File: src/rtl/dual_port_ram_arbiter.sv
// dual_port_ram_arbiter: round-robin req/gnt arbiter sharing one single-port RAM between ports A and B.
// Define MEM_ARB_FIXED_PRIO_EN for fixed priority (A always wins a tie).
module dual_port_ram_arbiter #(
  parameter int DATA_W = 8,
  parameter int ADDR_W = 3
) (
  input  logic              clk_i,
  input  logic              rst_i,
  input  logic              req_ia,
  input  logic              we_ia,
  input  logic [ADDR_W-1:0] addr_ia,
  input  logic [DATA_W-1:0] data_ina,
  output logic              gnt_oa,
  output logic              rvalid_oa,
  output logic [DATA_W-1:0] data_outa,
  input  logic              req_ib,
  input  logic              we_ib,
  input  logic [ADDR_W-1:0] addr_ib,
  input  logic [DATA_W-1:0] data_inb,
  output logic              gnt_ob,
  output logic              rvalid_ob,
  output logic [DATA_W-1:0] data_outb,
  output logic              busy_o
);
  localparam int DEPTH = 1 << ADDR_W;
  typedef enum logic {IDLE, ACCESS} state_t;
  state_t state_q, state_d;
  logic last_b_q, last_b_d, win_b_q, win_b_d, we_q, we_d;
  logic [ADDR_W-1:0] addr_q, addr_d;
  logic [DATA_W-1:0] wdata_q, wdata_d, data_a_q, data_a_d, data_b_q, data_b_d;
  logic gnt_a_q, gnt_a_d, gnt_b_q, gnt_b_d, rvalid_a_q, rvalid_a_d, rvalid_b_q, rvalid_b_d;
  logic mem_we, pick_b;
  logic [DATA_W-1:0] mem [DEPTH];
`ifdef MEM_ARB_FIXED_PRIO_EN
  assign pick_b = req_ib & ~req_ia;
`else
  assign pick_b = req_ib & (~req_ia | ~last_b_q);
`endif
  always_comb begin
    state_d = state_q;
    last_b_d = last_b_q;
    win_b_d = win_b_q;
    we_d = we_q;
    addr_d = addr_q;
    wdata_d = wdata_q;
    gnt_a_d = 1'b0;
    gnt_b_d = 1'b0;
    rvalid_a_d = 1'b0;
    rvalid_b_d = 1'b0;
    data_a_d = data_a_q;
    data_b_d = data_b_q;
    mem_we = 1'b0;
    if (state_q == IDLE) begin
      if (req_ia | req_ib) begin
        state_d = ACCESS;
        win_b_d = pick_b;
        last_b_d = pick_b;
        we_d = pick_b ? we_ib : we_ia;
        addr_d = pick_b ? addr_ib : addr_ia;
        wdata_d = pick_b ? data_inb : data_ina;
        gnt_a_d = ~pick_b;
        gnt_b_d = pick_b;
      end
    end else begin
      state_d = IDLE;
      mem_we = we_q;
      rvalid_a_d = ~we_q & ~win_b_q;
      rvalid_b_d = ~we_q & win_b_q;
      data_a_d = rvalid_a_d ? mem[addr_q] : data_a_q;
      data_b_d = rvalid_b_d ? mem[addr_q] : data_b_q;
    end
  end
  always_ff @(posedge clk_i) begin
    if (rst_i) begin
      state_q <= IDLE;
      last_b_q <= 1'b1;
      win_b_q <= 1'b0;
      we_q <= 1'b0;
      addr_q <= '0;
      wdata_q <= '0;
      gnt_a_q <= 1'b0;
      gnt_b_q <= 1'b0;
      rvalid_a_q <= 1'b0;
      rvalid_b_q <= 1'b0;
      data_a_q <= '0;
      data_b_q <= '0;
    end else begin
      state_q <= state_d;
      last_b_q <= last_b_d;
      win_b_q <= win_b_d;
      we_q <= we_d;
      addr_q <= addr_d;
      wdata_q <= wdata_d;
      gnt_a_q <= gnt_a_d;
      gnt_b_q <= gnt_b_d;
      rvalid_a_q <= rvalid_a_d;
      rvalid_b_q <= rvalid_b_d;
      data_a_q <= data_a_d;
      data_b_q <= data_b_d;
    end
  end
  // RAM is never reset; a reset on the ACCESS edge suppresses the write
  always_ff @(posedge clk_i) begin
    if (!rst_i && mem_we) mem[addr_q] <= wdata_q;
  end
  assign gnt_oa = gnt_a_q;
  assign gnt_ob = gnt_b_q;
  assign rvalid_oa = rvalid_a_q;
  assign rvalid_ob = rvalid_b_q;
  assign data_outa = data_a_q;
  assign data_outb = data_b_q;
  assign busy_o = state_q == ACCESS;
endmodule

File: config.mk
export PLATFORM = sky130hd
export DESIGN_NAME = dual_port_ram_arbiter
export DESIGN_NICKNAME = d
export VERILOG_FILES = /design/src/rtl/dual_port_ram_arbiter.sv
export SDC_FILE = /design/constraint.sdc
export NUM_CORES = 1
export LEC_CHECK = 0
export BUFFER_PORTS_ARGS = -buffer_cell sky130_fd_sc_hd__buf_4
export CORE_AREA = 2 2 88 90
export DETAILED_ROUTE_END_ITERATION = 8
export DIE_AREA = 0 0 90 92
export GPL_ROUTABILITY_DRIVEN = 0
export PLACE_DENSITY = 0.77
export REMOVE_ABC_BUFFERS = 1
export SETUP_SLACK_MARGIN = 0.1
export SKIP_LAST_GASP = 1
export SLEW_MARGIN = 30
export SYNTH_ARGS = -nofsm -noshare
export SYNTH_HDL_FRONTEND = slang
export SYNTH_SLANG_ARGS = --single-unit
export TNS_END_PERCENT = 100
File: constraint.sdc
create_clock -name clk_i -period 2.5 [get_ports clk_i]
set_input_delay 0.375 -clock clk_i [delete_from_list [all_inputs] [get_ports clk_i]]
set_output_delay 0.375 -clock clk_i [all_outputs]
set_load 0.005 [all_outputs]
==> impl_metrics.json <==
{
  "status": "completed",
  "max_freq_mhz": 557,
  "cpLargestDelayFamily": "simple AND/OR/NAND/NOR gates",
  "start_util": 0.525,
  "crit_arrival_ps": 1870,
  "r2r_slack_ps": 700,
  "fin_tns_setup_ps": 0,
  "r2r-end": "mem[0][0]",
  "hold_depth": 3,
  "critPathRequiredTime_ps": 2570,
  "vias_per_cell": 5.37,
  "startpoint_type": "flip-flop",
  "synth-seq-cells": 102,
  "synth_area_sq_um": 3910,
  "n_fill_cell": 591,
  "grt_pass1_wl_mm": 11.3,
  "synth_cells": 269,
  "fin_worst_skew_ps": 14.4,
  "die_w_um": 90,
  "cp-end-kind": "flip-flop",
  "antenna_left": 0,
  "hold_slack_ps": 363,
  "first_iter_violations": 173,
  "regArea_sq_um": 2680,
  "track_usage": 0.181,
  "cp_num_cells": 4,
  "syn_avg_cell_area_sq_um": 14.5,
  "cts_resized": 0,
  "p_per_area_nw_per_um2": 718,
  "routed_wl_mm": 7.24,
  "final_cell_area_sq_um": 4580,
  "clockBufferDepth": 2,
  "grt_pass1_vias": 2163,
  "worstPathCellList": "inv_2 > or4b_1 > nor3_1 > buf_4",
  "finalHoldViolCount": 0,
  "crit_path_max_fanout": 8,
  "hold_path.class": "primary input to flip-flop",
  "io_buffers": 48,
  "p_leak_uw": 0.00163,
  "slew_headroom": 0.552,
  "vias": 2310,
  "hp-start": "we_ia",
  "antenna_found_initial": 0,
  "worst_slew_pin_slew_ps": 671,
  "post_cts_buffers": 0,
  "maxSlewViolCount": 0,
  "min_period_ps": 1800,
  "clockRootBuffer": "clkbuf_8",
  "hold_buffers": 0,
  "yosys_warnings": 0,
  "grt_max_degree": 37,
  "cts_tree": "built",
  "n_antenna_cell": 0,
  "io_pins": 49,
  "fp.dieH_um": 92,
  "syn2layout_area_growth_pct": 17.1,
  "crit_type": "flip-flop to flip-flop",
  "wl_per_cell_um": 16.8,
  "drive_above_1_share": 0.280,
  "hpwl_mm": 4.95,
  "ir_drop_uv": 318,
  "synth.top_cell.area_share": 0.492,
  "grt_overflow": 0,
  "core-area_sq_um": 7450,
  "synth_cell_types": 35,
  "nets": 351,
  "crit_buf_inv": 2,
  "drc": 0,
  "first_pass_iters": 5,
  "crit_slowest_cell": "or4b_1",
  "setup_viol": 0,
  "drv_cap": 0,
  "clk_latency_ps": 360,
  "timing.rr.start": "busy_o",
  "cts_sinks": 102,
  "fp-row-count": 32,
  "min_to": "we_q",
  "cts_buffers": 9,
  "synth.area.top_cells": "edfxtp_1 (49%), dfxtp_1 (19%), mux2i_1 (7.7%)",
  "ff2ff_path_depth": 4,
  "fin_crit_sh": 0.718,
  "rsz0062_at_grt": "no",
  "die_area_sq_um": 8280,
  "multi_input_area_sq_um": 1110,
  "clk_pin_slew_ps": 100,
  "htree_levels": 3,
  "critPathMaxStageDelay_ps": 600,
  "ys_seq_area_frac": 0.687,
  "yosys.area.top_type": "edfxtp_1",
  "dpl_cell_area_sq_um": 4360
}
## flip-flops by register name, summed over array words and instances (netlist names), named ones only
register	count
rvalid_oa	1
gnt_oa	1
gnt_ob	1
mem	64
we_q	1
data_outa	8
win_b_q	1
rvalid_ob	1
busy_o	1
data_outb	8
last_b_q	1
addr_q	3
wdata_q	8
## cells in the final DEF, fill, tap and decap left out, drive strengths merged, types with 2 or more instances in the layout
cell	n
nor3	4
nor2b	2
a211oi	28
edfxtp	64
nand3	2
o221ai	5
mux2i	30
nand2	2
clkbuf	13
dfxtp	38
nor2	39
mux2	14
buf	58
inv	3
nand2b	3
o211ai	2
a22oi	8
## through the flow
stage,std cells,util,power [uW],setup WS (ps)
after global routing,430,0.614,3400,614
after floorplan,254,-,2120,425
after global placement,414,0.586,2260,640
after detailed placement,414,0.586,2280,625
after CTS,430,0.614,3300,703
final,430,0.614,3290,704
## worst max-delay path by stage
stage	from	to	slack, ps
after floorplan	flip-flop	data_outa[7]	430
after detailed placement	rst_i	mem[0][3]	630
final	busy_o	mem[0][0]	700
after global routing	busy_o	mem[0][1]	610
after CTS	busy_o	mem[0][1]	700
after global placement	rst_i	mem[0][2]	640
## Yosys cell counts
cell type / count
nor2_1: 39
dfxtp_1: 38
buf_6: 1
o21ai_0: 1
clkbuf_1: 5
a211oi_1: 28
and2_1: 1
nand3_1: 2
buf_12: 1
buf_2: 3
a31oi_1: 1
or4b_1: 1
nand4b_1: 1
nor4_1: 1
mux2_2: 14
a22oi_1: 8
a21oi_1: 1
nand2b_1: 3
buf_1: 1
edfxtp_1: 64
a21boi_4: 1
or2_2: 1
mux2i_1: 30
o211ai_1: 2
buf_8: 1
o221ai_1: 5
nor3_1: 3
nor3_2: 1
o22ai_1: 1
nand2_1: 2
buf_4: 3
nor3b_4: 1
inv_2: 1
nor2b_1: 2
a221o_1: 1
## report_power, final
part / total, uW / leakage (uW) / switching [uW] / internal (uW)
Combinational: 317 / 0.000627 / 162 / 155
Sequential: 1920 / 0.000895 / 67.2 / 1850
Clock: 1050 / 0.000111 / 536 / 514
Total: 3290 / 0.00163 / 766 / 2520
## layer usage
| layer | global-route usage | part of all wire | up-vias |
|---|---|---|---|
| met5 | 0 | 0 | - |
| met4 | 0.0769 | 0.016 | 0 |
| met3 | 0.0296 | 0.061 | 9 |
| met2 | 0.310 | 0.50 | 81 |
| met1 | 0.231 | 0.43 | 1084 |
| li1 | - | - | 1136 |
## logic make-up after synthesis
family,Yosys count,synth area share
buffers and inverters,16,0.0282
AO/OA/AOI/OAI,49,0.0973
AND/OR/NAND/NOR,58,0.0708
flip-flops,102,0.687
multiplexers,44,0.117
## worst min-delay path: stages
cell      delay (ps)
buf_4            100
mux2i_1          110
a211oi_1          80
## final cells by class
class                      count  share of cell area
clock buffer                  13              0.0418
clock inverter                 3             0.00438
multi-input combinational    151               0.244
inverter                       1            0.000820
timing repair buffer          58              0.0952
sequential                   102               0.586
tap                          102              0.0279
(Power assumes the default switching activity.)
